--- src/rtl/timer_sequencer.sv ---
// timer_sequencer
// Runs COUNT back-to-back intervals on a downstream interval timer for a
// single REQ/ACK request. The sequencer fires START, waits for the timer's
// one-cycle RDY, and counts completed intervals on TICKS. DONE pulses once
// after the last interval. ABORT cancels a running sequence. If an interval
// is in flight when ABORT arrives, the sequencer drains that interval so the
// timer is back in READY when IDLE is reached.
module timer_sequencer #(
    parameter int unsigned W = 8
) (
    input  logic         CLK,
    input  logic         N_RESET,
    input  logic         REQ,
    input  logic [W-1:0] COUNT,
    input  logic         ABORT,
    output logic         ACK,
    output logic         START,
    input  logic         RDY,
    output logic         BUSY,
    output logic         DONE,
    output logic [W-1:0] TICKS
);

    typedef enum logic [4:0] {
        S_IDLE   = 5'b00001,
        S_FIRE   = 5'b00010,
        S_WAIT   = 5'b00100,
        S_FINISH = 5'b01000,
        S_DRAIN  = 5'b10000
    } state_t;

    state_t       state_q;
    state_t       state_d;
    logic [W-1:0] cnt_q;
    logic [W-1:0] cnt_d;
    logic [W-1:0] ticks_q;
    logic [W-1:0] ticks_d;
    logic [W-1:0] ticks_inc;

    // ticks_q never exceeds cnt_q, so this W-bit increment cannot wrap
    assign ticks_inc = ticks_q + 1'b1;
    assign TICKS     = ticks_q;

    // State, latched count and completed-interval count registers
    always_ff @(posedge CLK or negedge N_RESET) begin
        if (!N_RESET) begin
            state_q <= S_IDLE;
            cnt_q   <= '0;
            ticks_q <= '0;
        end else begin
            state_q <= state_d;
            cnt_q   <= cnt_d;
            ticks_q <= ticks_d;
        end
    end

    // Next-state, register updates and outputs
    always_comb begin
        state_d = state_q;
        cnt_d   = cnt_q;
        ticks_d = ticks_q;
        ACK     = 1'b0;
        START   = 1'b0;
        DONE    = 1'b0;
        BUSY    = 1'b1;
        case (state_q)
            S_IDLE: begin
                BUSY = 1'b0;
                if (REQ && !ABORT) begin
                    ACK     = 1'b1;
                    cnt_d   = COUNT;
                    ticks_d = '0;
                    state_d = (COUNT == '0) ? S_FINISH : S_FIRE;
                end
            end
            S_FIRE: begin
                // ABORT gates START combinationally so an aborted fire never
                // reaches the timer
                START   = !ABORT;
                state_d = ABORT ? S_IDLE : S_WAIT;
            end
            S_WAIT: begin
                if (RDY) begin
                    ticks_d = ticks_inc;
                    if (ABORT) begin
                        state_d = S_IDLE;
                    end else if (ticks_inc == cnt_q) begin
                        state_d = S_FINISH;
                    end else begin
                        state_d = S_FIRE;
                    end
                end else if (ABORT) begin
                    state_d = S_DRAIN;
                end
            end
            S_DRAIN: begin
                if (RDY) begin
                    state_d = S_IDLE;
                end
            end
            S_FINISH: begin
                DONE    = 1'b1;
                state_d = S_IDLE;
            end
            default: begin
                BUSY    = 1'b0;
                state_d = S_IDLE;
            end
        endcase
    end

endmodule
--- config.mk ---
export PLATFORM = sky130hd
export DESIGN_NAME = timer_sequencer
export DESIGN_NICKNAME = d
export VERILOG_FILES = /design/src/rtl/timer_sequencer.sv
export SDC_FILE = /design/constraint.sdc
export NUM_CORES = 1
export LEC_CHECK = 0
export ABC_AREA = 1
export CORE_MARGIN = 4
export CORE_UTILIZATION = 51
export CTS_CLUSTER_SIZE = 30
export DETAILED_ROUTE_END_ITERATION = 8
export GPL_ROUTABILITY_DRIVEN = 1
export PLACE_DENSITY = 0.78
export SLEW_MARGIN = 30
export SYNTH_ARGS = -nofsm -noshare
export SYNTH_HDL_FRONTEND = slang
export SYNTH_SLANG_ARGS = --single-unit
export TNS_END_PERCENT = 30
--- constraint.sdc ---
create_clock -name CLK -period 3.8 [get_ports CLK]
set_clock_uncertainty 0.05 [all_clocks]
set_input_delay 0.76 -clock CLK [delete_from_list [all_inputs] [get_ports CLK]]
set_output_delay 0.76 -clock CLK [all_outputs]
set_load 0.03 [all_outputs]
==> results of run 1 <==
-- cells by family after synthesis --
kind of cell,Yosys count,share of synthesized area
AND/OR/NAND/NOR,117,0.408
multiplexers,1,0.00743
AO/OA/AOI/OAI,20,0.0938
buffers and inverters,27,0.0780
flip-flops,21,0.391
XOR/XNOR,2,0.0130
adder cells (fa/ha/maj),1,0.00928
-- critical path, cell delays in order --
cell and delay, ns:
sky130_fd_sc_hd__clkdlybuf4s50_1 0.49, sky130_fd_sc_hd__nor2_1 0.26, sky130_fd_sc_hd__nand2_2 0.15, sky130_fd_sc_hd__inv_2 0.19
sky130_fd_sc_hd__clkdlybuf4s50_1 0.70
-- area by class of cell --
class	count	area, sq um	share of cell area
sequential	21	527	0.321
multi-input combinational	141	716	0.437
clock buffer	4	26.3	0.0160
tap	30	37.5	0.0229
inverter	26	97.6	0.0595
timing repair buffer	24	235	0.144
-- worst paths after layout --
path / from / endpoint / slack, ns / cells past startpoint
worst max-delay path: ABORT / ACK / 0.43 / 5
worst min-delay path: N_RESET / TICKS[4]$_DFFE_PN0P_ / 0.33 / 1
worst max register to register: TICKS[0]$_DFFE_PN0P_ / state_q[1]$_DFFE_PN0P_ / 1.96 / 10
worst min register to register: cnt_q[2]$_DFFE_PN0P_ / cnt_q[2]$_DFFE_PN0P_ / 0.51 / 2
max in group asynchronous: N_RESET / state_q[0]$_DFFE_PN1P_ / 3.01 / 1
min in group CLK: cnt_q[2]$_DFFE_PN0P_ / cnt_q[2]$_DFFE_PN0P_ / 0.51 / 2
-- sequential cells by signal, summed over array words and instances (netlist names) --
| name | count |
|---|---|
| TICKS | 8 |
| cnt_q | 8 |
| state_q | 5 |
-- metal layers --
layer	part of all wire	wire length, um	GRT usage	vias up
li1	-	-	-	679
met1	0.43	1400	0.273	626
met2	0.47	1520	0.324	54
met3	0.084	273	0.0196	4
met4	0.011	35	0.0518	0
met5	0	0	0	-
-- power by group through the flow --
stage | Sequential [mW] | Clock (mW) | Combinational (mW)
floorplan | 0.354 | 0 | 0.293
global placement | 0.350 | 0 | 0.409
detailed placement | 0.353 | 0 | 0.414
CTS | 0.348 | 0.113 | 0.418
global route | 0.356 | 0.122 | 0.464
finish | 0.349 | 0.110 | 0.418
-- metrics by stage --
stage	util	worst slack [ns]
2_1_floorplan	-	1.15
3_3_place_gp	0.647	0.512
3_5_place_dp	0.647	0.435
4_1_cts	0.658	0.422
5_1_grt	0.656	0.331
6_report	0.656	0.428
-- synth_stat cells, drive strengths merged --
library cell  instances
nand2                59
nand3                28
inv                  26
dfrtp                20
nor2                 19
o21ai                 9
o22ai                 6
nand4                 5
a21oi                 4
nor4                  3
buf                   1
dfstp                 1
ha                    1
mux2i                 1
nand3b                1
o221ai                1
or2                   1
or3b                  1
xnor2                 1
xor2                  1
==> flow_summary.rst, run 1 <==
.. list-table::
   :header-rows: 1

   * - Metric
     - Value
   * - Result of the run
     - finished, final reports clean
   * - Weighted congestion at the end of routability-driven global placement
     - between 0.9 and 1
   * - Number of different library cells in the post-synthesis netlist
     - 29
   * - Worst-margin pin slew
     - 0.475 ns
   * - Count of state elements after synthesis
     - 21
   * - Total Die Area
     - approximately 3500 sq um
   * - Unrepaired setup endpoints after global routing
     - false
   * - Most common cell after layout, fill and taps aside
     - sky130_fd_sc_hd__nand2_1
   * - DR WL/cell
     - 13.1 um
   * - Sort of element at the start of the critical path
     - primary input
   * - Fraction of the yosys area taken by sequential cells
     - 0.391
   * - Final instance area
     - approximately 1600 sq um
   * - Starting DRC count in detailed routing
     - 109
   * - Clock root buffer master
     - sky130_fd_sc_hd__clkbuf_4
   * - Via density per instance
     - around 5.5
   * - Ratio of total power to cell area
     - 535 nW/um^2
   * - Number of global-route vias before repair
     - ~1300
   * - Number of DRC violations after detailed routing
     - 0
   * - Total congestion overflow after global routing
     - 0
   * - Most frequent cells in the layout
     - 56 x sky130_fd_sc_hd__nand2_1, 27 x sky130_fd_sc_hd__nand3_1, 23 x sky130_fd_sc_hd__clkdlybuf4s50_1
   * - Cts hold-fix bufs
     - 0
   * - Data required time of the critical path
     - around 3 ns
   * - Die width
     - about 59 um
   * - Final HPWL DP
     - between 2 and 3 mm
   * - Cell taking the most area after synthesis
     - sky130_fd_sc_hd__dfrtp_1
   * - Fraction of final layout cells sized beyond drive strength 1
     - 0.116
   * - Total vias in the final route
     - 1363
   * - Maximum number of pins on one net before global-route repair
     - 22
   * - Category of the most critical setup path
     - primary input to output port
   * - Post-Syn Instances
     - 189
   * - Starting density of the core
     - 0.539
   * - Clock-pin slew reported for the worst setup and hold paths after clock tree synthesis
     - ~0.12 ns
   * - Worst-path fanout max
     - 14
   * - Tightest slew margin relative to the limit
     - 0.683
   * - Post-layout minimum cycle time
     - approximately 3.4 ns
   * - Finished Layout Cells
     - roughly 250
   * - Overall power consumption
     - 876 uW
   * - Number of CTS-inserted buffers
     - 3
   * - Site Rows
     - 18
   * - Clock share of power
     - 0.126
   * - Post-CTS repair timing setup buffer count
     - 0
   * - Layout overhead on the synthesized area
     - 21.6%
   * - Worst Setup End Kind
     - output port
   * - Initial DRT Pass Iterations
     - 4
   * - Wire length of the first global-routing pass
     - 5.36 mm
   * - I/O pin count
     - 25
   * - Worst Path Arrival
     - between 2 and 3 ns
   * - Antenna diode count
     - 0
   * - Number of warning messages in the yosys log
     - 0
   * - Internal power of the cells
     - 498 uW
   * - Clock Tree Buf Depth
     - 2
   * - Cells taking the most area after synthesis
     - sky130_fd_sc_hd__dfrtp_1 37%, sky130_fd_sc_hd__nand2_1 16%, sky130_fd_sc_hd__nand3_1 10%
   * - Post-CTS sizing
     - 0
   * - Largest voltage drop on the vdd net
     - ~330 uV
   * - Net total in the final layout
     - around 230
   * - Comb pwr share
     - 0.477
   * - Initial antenna violation count
     - 0
   * - Nets in the synthesized netlist
     - slightly above 200
   * - Pins Over Slew Limit
     - 0
   * - Sinks on Clock Net
     - 21
   * - Number of placed cells counting well taps
     - between 200 and 250
   * - Global-route total usage across every layer
     - 0.197
   * - Placement Cell Area
     - 1620 sq um
   * - Antenna violation net count after detailed routing
     - 0
   * - IO buf count
     - 24
   * - Total routed wirelength
     - approximately 3.2 mm
   * - Type of the most critical hold path
     - primary input to async pin
   * - Number of maximum-capacitance violations
     - 0
   * - Final Hold Slack
     - around 0.33 ns
   * - Switching Fraction
     - 0.432
   * - Static leakage power
     - approximately 0.75 nW
   * - Mapped Avg Cell Area
     - between 7 and 8 sq um
   * - Sequential group share of total power
     - 0.398
   * - Die boundary height
     - between 50 and 60 um
   * - Share of the clock period used by the worst path after layout
     - 0.887
   * - Highest clock rate
     - 297 MHz
   * - Number of fill cells
     - 210
   * - Clock tree from TritonCTS
     - built
   * - Synthesized area
     - between 1000 and 1500 sq um
   * - Fin Setup TNS
     - 0 ns
   * - Net switching power figure
     - approximately 380 uW
   * - Maximum level of the CTS H-tree
     - 1
   * - Area share of the largest cell type after synthesis
     - 0.371
   * - Final hold vios
     - 0
   * - Clock Latency Late Sink
     - 0.31 ns
   * - Count of final setup violators
     - 0
   * - Floorplan core area
     - around 2500 sq um
Power figures use the tool's default switching activity.
==> inputs of run 2 (changes only) <==
--- a/config.mk
+++ b/config.mk
@@ -12,8 +12,9 @@
 export DETAILED_ROUTE_END_ITERATION = 8
 export GPL_ROUTABILITY_DRIVEN = 1
 export PLACE_DENSITY = 0.78
+export REMOVE_ABC_BUFFERS = 1
 export SLEW_MARGIN = 30
 export SYNTH_ARGS = -nofsm -noshare
 export SYNTH_HDL_FRONTEND = slang
 export SYNTH_SLANG_ARGS = --single-unit
-export TNS_END_PERCENT = 30
+export TNS_END_PERCENT = 10
==> flow_summary.rst, run 2 (synthesis gave the netlist of run 1 again) <==
.. list-table::
   :header-rows: 1

   * - Metric
     - Value
   * - Via density per instance
     - 5.74 (+3.7%)
   * - Clock Latency Late Sink
     - 0.32 ns (about the same)
   * - Post-CTS repair timing setup buffer count
     - 0 (unchanged)
   * - Number of CTS-inserted buffers
     - 3 (unchanged)
   * - Number of maximum-capacitance violations
     - 0 (unchanged)
   * - Pins Over Slew Limit
     - 0 (unchanged)
   * - Number of DRC violations after detailed routing
     - 0 (unchanged)
   * - Highest clock rate
     - 296 MHz (-0.36%)
   * - Number of placed cells counting well taps
     - 242 (unchanged)
   * - Number of fill cells
     - 222 (+5.7%)
   * - Worst-path fanout max
     - 14 (unchanged)
   * - Worst-margin pin slew
     - 0.474 ns (-0.00108 ns)
   * - Worst Setup End Kind
     - output port
   * - Total routed wirelength
     - 3.48 mm (+7.7%)
   * - Starting density of the core
     - 0.539 (unchanged)
   * - I/O pin count
     - 25 (unchanged)
   * - Data required time of the critical path
     - 2.99 ns (about the same)
   * - Share of the clock period used by the worst path after layout
     - 0.891 (+0.00320)
   * - Result of the run
     - finished, final reports clean
   * - Total Die Area
     - 3530 sq um (unchanged)
   * - Sort of element at the start of the critical path
     - primary input
   * - Placement-stage worst setup slack
     - 0.463 ns (+0.0284 ns)
   * - Weighted congestion at the end of routability-driven global placement
     - 0.905 (-1.1%)
   * - Clock root buffer master
     - sky130_fd_sc_hd__clkbuf_4
   * - Layout overhead on the synthesized area
     - 21.7% (about the same)
   * - Clock Tree Buf Depth
     - 2 (unchanged)
   * - Utilization after layout
     - 0.656 (about the same)
   * - Maximum level of the CTS H-tree
     - 1 (unchanged)
   * - Largest voltage drop on the vdd net
     - 436 uV (+33%)
   * - Most frequent cells in the layout
     - 56 x sky130_fd_sc_hd__nand2_1, 27 x sky130_fd_sc_hd__nand3_1, 23 x sky130_fd_sc_hd__clkdlybuf4s50_1
   * - Sinks on Clock Net
     - 21 (unchanged)
   * - Tightest slew margin relative to the limit
     - 0.684 (+0.000718)
   * - Post-layout minimum cycle time
     - 3.38 ns (+0.0122 ns)
   * - Fin Setup TNS
     - 0 ns (unchanged)
   * - Static leakage power
     - 0.751 nW (+0.36%)
   * - Total congestion overflow after global routing
     - 0 (unchanged)
   * - Initial DRT Pass Iterations
     - 4 (unchanged)
   * - Maximum number of pins on one net before global-route repair
     - 22 (unchanged)
   * - Starting DRC count in detailed routing
     - 81 (-26%)
   * - Die width
     - 59.4 um (unchanged)
   * - Most common cell after layout, fill and taps aside
     - sky130_fd_sc_hd__nand2_1
   * - Ratio of total power to cell area
     - 545 nW/um^2 (+1.9%)
   * - Fraction of final layout cells sized beyond drive strength 1
     - 0.120 (+0.00463)
   * - Count of final setup violators
     - 0 (unchanged)
   * - Antenna diode count
     - 0 (unchanged)
   * - Final hold vios
     - 0 (unchanged)
   * - Site Rows
     - 18 (unchanged)
   * - Final WS setup
     - 0.416 ns (-0.0122 ns)
   * - Final HPWL DP
     - 2.70 mm (+5.1%)
   * - Unrepaired setup endpoints after global routing
     - false
   * - Die boundary height
     - 59.4 um (unchanged)
   * - Wire length of the first global-routing pass
     - 5.60 mm (+4.4%)
   * - Type of the most critical hold path
     - primary input to async pin
   * - Clock tree from TritonCTS
     - built
   * - Post-CTS sizing
     - 0 (unchanged)
   * - Initial antenna violation count
     - 0 (unchanged)
   * - Finished Layout Cells
     - 246 (unchanged)
   * - Worst Path Arrival
     - 2.57 ns (about the same)
   * - Category of the most critical setup path
     - primary input to output port
   * - Total vias in the final route
     - 1413 (+3.7%)
   * - Cts hold-fix bufs
     - 0 (unchanged)
   * - IO buf count
     - 24 (unchanged)
   * - Net total in the final layout
     - 231 (unchanged)
   * - Antenna violation net count after detailed routing
     - 0 (unchanged)
   * - DR WL/cell
     - 14.2 um (+7.7%)
   * - Number of global-route vias before repair
     - 1276 (+1.2%)
   * - Floorplan core area
     - 2500 sq um (unchanged)
   * - Global-route total usage across every layer
     - 0.212 (+0.0155)
   * - Clock-pin slew reported for the worst setup and hold paths after clock tree synthesis
     - 0.13 ns (about the same)
   * - Final Hold Slack
     - 0.320 ns (-0.0133 ns)
[run 2: cell types whose count changed in the layout (fill, tap and decap cells not counted), sizes merged]
cell,previous run,this run
clkbuf,4,3
clkinv,0,1
[run 2: per-layer routing]
layer / GRT usage / vias to the layer above / wire, um
met1: 0.280 / 653 / 1490
met2: 0.356 / 69 / 1650
met5: 0 / - / 0
met3: 0.0196 / 9 / 290
li1: - / 682 / -
met4: 0.0809 / 0 / 49
[run 2: report_power, final]
group	internal [mW]	total, mW	switching, mW
sequential	0.290	0.353	0.0630
clock	0.0395	0.116	0.0768
combinational	0.167	0.424	0.257
[run 2: cell type report]
class,instances,area (sq um),share of cell area
clock buffers,3,22.5,0.0137
clock inverters,1,5.00,0.00305
inverters,26,97.6,0.0595
multi-input cells,141,716,0.436
flip-flops and latches,21,527,0.321
well taps,30,37.5,0.0229
repair buffers,24,235,0.143
[run 2: worst paths after layout]
path	from	to	slack, ns	cells past startpoint
worst max-delay path	ABORT	ACK	0.42	5
worst min-delay path	N_RESET	TICKS[3]$_DFFE_PN0P_	0.32	1
worst max register to register	TICKS[0]$_DFFE_PN0P_	state_q[1]$_DFFE_PN0P_	1.93	10
worst min register to register	cnt_q[1]$_DFFE_PN0P_	cnt_q[1]$_DFFE_PN0P_	0.51	2
max in group asynchronous	N_RESET	state_q[0]$_DFFE_PN1P_	3.03	1
min in group CLK	cnt_q[1]$_DFFE_PN0P_	cnt_q[1]$_DFFE_PN0P_	0.51	2
[run 2: through the flow]
stage / power [mW] / cell area, sq um
2_1_floorplan: 0.644 / 1340
3_3_place_gp: 0.757 / 1620
3_5_place_dp: 0.776 / 1620
4_1_cts: 0.889 / 1650
5_1_grt: 0.957 / 1640
6_report: 0.893 / 1640
[run 2: worst max-delay path, cell delays in order]
cell and delay (ns):
sky130_fd_sc_hd__clkdlybuf4s50_1 0.50, sky130_fd_sc_hd__nor2_1 0.27, sky130_fd_sc_hd__nand2_2 0.15, sky130_fd_sc_hd__inv_2 0.18
sky130_fd_sc_hd__clkdlybuf4s50_1 0.70
==> edit 1: new RTL, config.mk and constraints of run 2 <==
The parameter `W` goes from 8 to 12.
--- a/src/rtl/timer_sequencer.sv
+++ b/src/rtl/timer_sequencer.sv
@@ -6,7 +6,7 @@
 // is in flight when ABORT arrives, the sequencer drains that interval so the
 // timer is back in READY when IDLE is reached.
 module timer_sequencer #(
-    parameter int unsigned W = 8
+    parameter int unsigned W = 12
 ) (
     input  logic         CLK,
     input  logic         N_RESET,
Interface: changed (resized COUNT and TICKS); port bits go from 25 to 33. The function was not compared with the original's and may differ.
==> edit 1 against run 2 <==
Design area is 41% higher. Core utilization is 2.0 points higher. Largest power group unchanged. Sequential power is 46% higher. Synthesized area is 37% higher. Global-route usage is 0.18 points lower. Power is 48% higher. Sequential cell count is 8 higher. Highest routed layer unchanged. Setup slack better by 0.15 ns. Wire length is 23% higher.
==> edit 1: results (changes against run 2) <==
{| class="wikitable"
! Metric !! Value
|-
| Cells resized by post-CTS repair || 0 (unchanged)
|-
| Fraction of registers with async set/reset || 100% (unchanged)
|-
| Count of yosys warnings during synthesis || 0 (unchanged)
|-
| Relative slew margins || 73.6% (+5.2 points)
|-
| First-pass iteration count of the detailed router || 4 (unchanged)
|-
| Number of post-CTS setup repair buffers || 0 (unchanged)
|-
| Fraction of the yosys area taken by sequential cells || 39.3% (+0.22 points)
|-
| Starting DRT DRC Count || 97 (+20%)
|-
| Fraction of final layout cells sized beyond drive strength 1 || 7.82% (-4.2 points)
|-
| Insertion delay to the later sink of the worst-skew pair || 0.34 ns (+0.02 ns)
|-
| Wire per inst || 12.2 µm (-14%)
|-
| Post-synthesis cell count || 269 (+42%)
|-
| Initial antenna violation count || 0 (unchanged)
|-
| CP Max Fanout || 6 (-8)
|-
| Count of buffers from port buffering || 32 (+33%)
|-
| Placed wire-length estimate after detailed placement || 3.16 mm (+17%)
|-
| Global placement routability congestion || 0.919 (+1.5%)
|-
| Status || finished, final reports clean
|-
| DRC violations left || 0 (unchanged)
|-
| Top cells by instance count after synthesis || 74 x sky130_fd_sc_hd__nand2_1, 41 x sky130_fd_sc_hd__inv_1, 32 x sky130_fd_sc_hd__nand3_1
|-
| Maximum resistive drop on vdd || 350 µV (-20%)
|-
| Level count of the clock H-tree || 2 (+1)
|-
| Fin nets || 324 (+40%)
|-
| Via count of the first global-routing pass || 1630 (+28%)
|-
| Library cell used as clock root buffer || sky130_fd_sc_hd__clkbuf_4
|-
| CTS Buf Count || 5 (+2)
|-
| Final core utilization || 67.6% (+2.0 points)
|-
| Post-Route WL || 4.29 mm (+23%)
|-
| Switching power share of the total || 40.8% (-3.6 points)
|-
| All-layer global routing usage || 21.0% (-0.18 points)
|-
| Total of fill cells in the finished design || 309 (+39%)
|-
| Number of distinct library cells after synthesis || 29 (unchanged)
|-
| Number of inserted diodes || 0 (unchanged)
|-
| Clock slew seen by the registers of the worst setup and hold paths || 0.10 ns (-0.03 ns)
|-
| Number of vias after detailed routing || 1859 (+32%)
|-
| Arrival time reported for the critical path endpoint || 2.42 ns (-0.15 ns)
|-
| Maximum number of pins on one net before global-route repair || 30 (+36%)
|-
| Cell area after placement || 0.00222 mm² (+38%)
|-
| Hold Fails Final Rpt || 0 (unchanged)
|-
| Bufs on Longest Clock Path || 2 (unchanged)
|-
| Place WS || 0.579 ns (+0.116 ns)
|-
| Reported leakage power || 1.10 nW (+46%)
|-
| Placed Cells incl. Taps || 345 (+43%)
|-
| Hold/Removal Path Class || reg2reg
|-
| First-pass GRT wire length || 7.14 mm (+28%)
|-
| Area contributors post-synth || sky130_fd_sc_hd__dfrtp_1 38%, sky130_fd_sc_hd__nand2_1 15%, sky130_fd_sc_hd__nand3_1 8.7%
|}
[edit 1: cell types whose count changed in the layout (fill, tap and decap cells not counted), moves of 3 or more]
cell	before	now
sky130_fd_sc_hd__o22ai_1	6	1
sky130_fd_sc_hd__nand2_1	56	74
sky130_fd_sc_hd__nand3_1	27	32
sky130_fd_sc_hd__inv_2	4	1
sky130_fd_sc_hd__clkdlybuf4s50_1	23	32
sky130_fd_sc_hd__dfrtp_1	20	28
sky130_fd_sc_hd__o21ai_1	4	1
sky130_fd_sc_hd__nor2_2	7	2
sky130_fd_sc_hd__buf_4	0	3
sky130_fd_sc_hd__nand4_1	4	8
sky130_fd_sc_hd__nand3b_1	1	4
sky130_fd_sc_hd__inv_1	22	41
sky130_fd_sc_hd__o21ai_0	5	28
sky130_fd_sc_hd__nor2_1	11	21
[edit 1: cells by family after synthesis]
group / count (synthesis) / synth area share [%]
AOI/OAI and AO/OA: 37 / 10.4
xor gates and xnor gates: 1 / 0.474
adders and majority gates: 1 / 0.676
buffers and inverters: 47 / 9.88
DFF: 29 / 39.3
and+or+nand+nor: 154 / 39.3
[edit 1: metal layers]
layer	track usage, %	share of wire (%)	vias up
met5	0	0	-
met4	8.68	1.7	0
li1	-	-	948
met2	33.3	47	56
met3	5.75	6.6	7
met1	27.0	45	848
[edit 1: worst paths after layout]
| check | endpoint | cells past startpoint | slack [ns] | start |
|---|---|---|---|---|
| worst max-delay path | ACK | 5 | 0.57 | ABORT |
| worst min-delay path | cnt_q[10] | 2 | 0.46 | cnt_q[10] |
| worst max register to register | state_q[1] | 10 | 1.88 | TICKS[0] |
| worst min register to register | cnt_q[10] | 2 | 0.46 | cnt_q[10] |
| max in group asynchronous | state_q[0] | 2 | 2.63 | N_RESET |
| min in group asynchronous | TICKS[8] | 2 | 0.75 | N_RESET |
[edit 1: critical path: stages]
cell                              delay, ns
sky130_fd_sc_hd__clkdlybuf4s50_1       0.50
sky130_fd_sc_hd__nor2_1                0.22
sky130_fd_sc_hd__nand2_1               0.10
sky130_fd_sc_hd__inv_1                 0.14
sky130_fd_sc_hd__clkdlybuf4s50_1       0.69
[edit 1: area by class of cell]
class                   count  area share, %
clock buffers               7           2.38
clock inverters             1           1.30
inverters                  42           6.83
multi-input cells         193           40.7
flip-flops and latches     29           31.5
well taps                  46           2.49
repair buffers             35           14.8
[edit 1: power by group through the flow]
stage	clock network [W]	logic [W]	registers [W]
2_1_floorplan	0	0.000326	0.000534
3_3_place_gp	0	0.000521	0.000513
3_5_place_dp	0	0.000528	0.000518
4_1_cts	0.000277	0.000535	0.000512
5_1_grt	0.000295	0.000600	0.000530
6_report	0.000272	0.000532	0.000514
==> edit 2: new RTL, flow settings as in run 2 <==
Without the edit above. Encoding of `state_t`: now binary (3 bits for 5 states).
--- a/src/rtl/timer_sequencer.sv
+++ b/src/rtl/timer_sequencer.sv
@@ -21,12 +21,12 @@
     output logic [W-1:0] TICKS
 );
 
-    typedef enum logic [4:0] {
-        S_IDLE   = 5'b00001,
-        S_FIRE   = 5'b00010,
-        S_WAIT   = 5'b00100,
-        S_FINISH = 5'b01000,
-        S_DRAIN  = 5'b10000
+    typedef enum logic [2:0] {
+        S_IDLE   = 3'd0,
+        S_FIRE   = 3'd1,
+        S_WAIT   = 3'd2,
+        S_FINISH = 3'd3,
+        S_DRAIN  = 3'd4
     } state_t;
 
     state_t       state_q;
Behaviour: same outputs for any inputs over 10 cycles, from zero or initial values and one cycle with N_RESET low; not proved beyond that.
==> edit 2 against run 2 <==
Power is 16% lower. Sequential cell count is 2 lower. Worst hold slack better by 0.022 ns. Fmax is 5.7% higher. Wire length is 21% lower. Synthesized cell count is 6.9% lower. Setup slack better by 0.18 ns. Synthesized area is 13% lower. Sequential share of layout area is 0.31 points higher. Count of clock-buffer cells in the layout is 1 higher. Design area is 11% lower. Global-route usage is 2.6 points lower. Largest cell class unchanged. Largest power group unchanged.
==> edit 2: results (changes against run 2) <==
{| class="wikitable"
! Metric !! Value
|-
| Status || finished, final reports clean
|-
| Insertion delay to the later sink of the worst-skew pair || 0.29 ns (-0.03 ns)
|-
| Maximum number of pins on one net before global-route repair || 20 (-9.1%)
|-
| Number of flip-flops and latches || 19 (-9.5%)
|-
| Post-route insts no fill || 231 (-6.1%)
|-
| Placed wire-length estimate after detailed placement || 2.19 mm (-19%)
|-
| Reported leakage power || 0.697 nW (-7.2%)
|-
| Starting DRT DRC Count || 40 (-51%)
|-
| Met2 WL post-DR || 1.37 mm (-17%)
|-
| Synthesis-to-finish area growth || 24.8%
|-
| Met1 global-route usage || 23.5% (-4.5 points)
|-
| Clock power share || 13.6% (+0.6 points)
|-
| CLK BUF || 4 (+1)
|-
| Non-clock buffer area fraction after layout || 16.0% (+1.7 points)
|-
| Number of logic inverters in the finished layout || 27 (+3.8%)
|-
| Maximum resistive drop on vdd || 421 µV (-3.5%)
|-
| Largest incremental delay on the critical path || 0.72 ns (+0.02 ns)
|-
| Met3 usage || 2.78% (+0.82 points)
|-
| Arrival time reported for the critical path endpoint || 2.39 ns (-0.18 ns)
|-
| Area contributors post-synth || sky130_fd_sc_hd__dfrtp_1 40%, sky130_fd_sc_hd__nand2_1 20%, sky130_fd_sc_hd__inv_1 7.7%
|-
| P_comb || 0.000341 W (-20%)
|-
| Clock slew seen by the registers of the worst setup and hold paths || 0.11 ns (-0.02 ns)
|-
| Fin nets || 218 (-5.6%)
|-
| Place WS || 0.604 ns (+0.141 ns)
|-
| Comb_multi_in || 129 (-8.5%)
|-
| Fraction of final layout cells sized beyond drive strength 1 || 9.85% (-2.2 points)
|-
| Global placement routability congestion || 0.981 (+8.3%)
|-
| Multi-input logic portion of the cell area || 40.4% (-3.2 points)
|-
| Die boundary width || 56.0 µm (-5.7%)
|-
| Total internal power || 0.000432 W (-13%)
|}
[edit 2: changes by cell type after synthesis, sizes merged, moves of 3 or more]
cell and change:
a21oi -4, o22ai -3, nand2 +11, nand4 -5, o21ai +6, nand3 -13
[edit 2: path summary, 6_finish.rpt]
path,end,cells after the start,slack (ns),start
min in group CLK,cnt_q[2],2,0.47,cnt_q[2]
worst min register to register,cnt_q[2],2,0.47,cnt_q[2]
worst min-delay path,TICKS[6],1,0.34,N_RESET
worst max-delay path,ACK,5,0.60,ABORT
max in group asynchronous,cnt_q[2],1,3.05,N_RESET
worst max register to register,state_q[1],12,2.02,TICKS[0]
[edit 2: cell families after synthesis]
kind of cell | after synthesis | share of synthesized area, %
AOI/OAI and AO/OA | 19 | 8.52
adders and majority gates | 1 | 1.06
buffers and inverters | 28 | 9.05
DFF | 19 | 40.5
and+or+nand+nor | 109 | 40.9
[edit 2: worst max-delay path, delay by kind of cell]
family | cells | cell delay [ns]
buffers and inverters | 3 | 1.38
and+or+nand+nor | 2 | 0.26
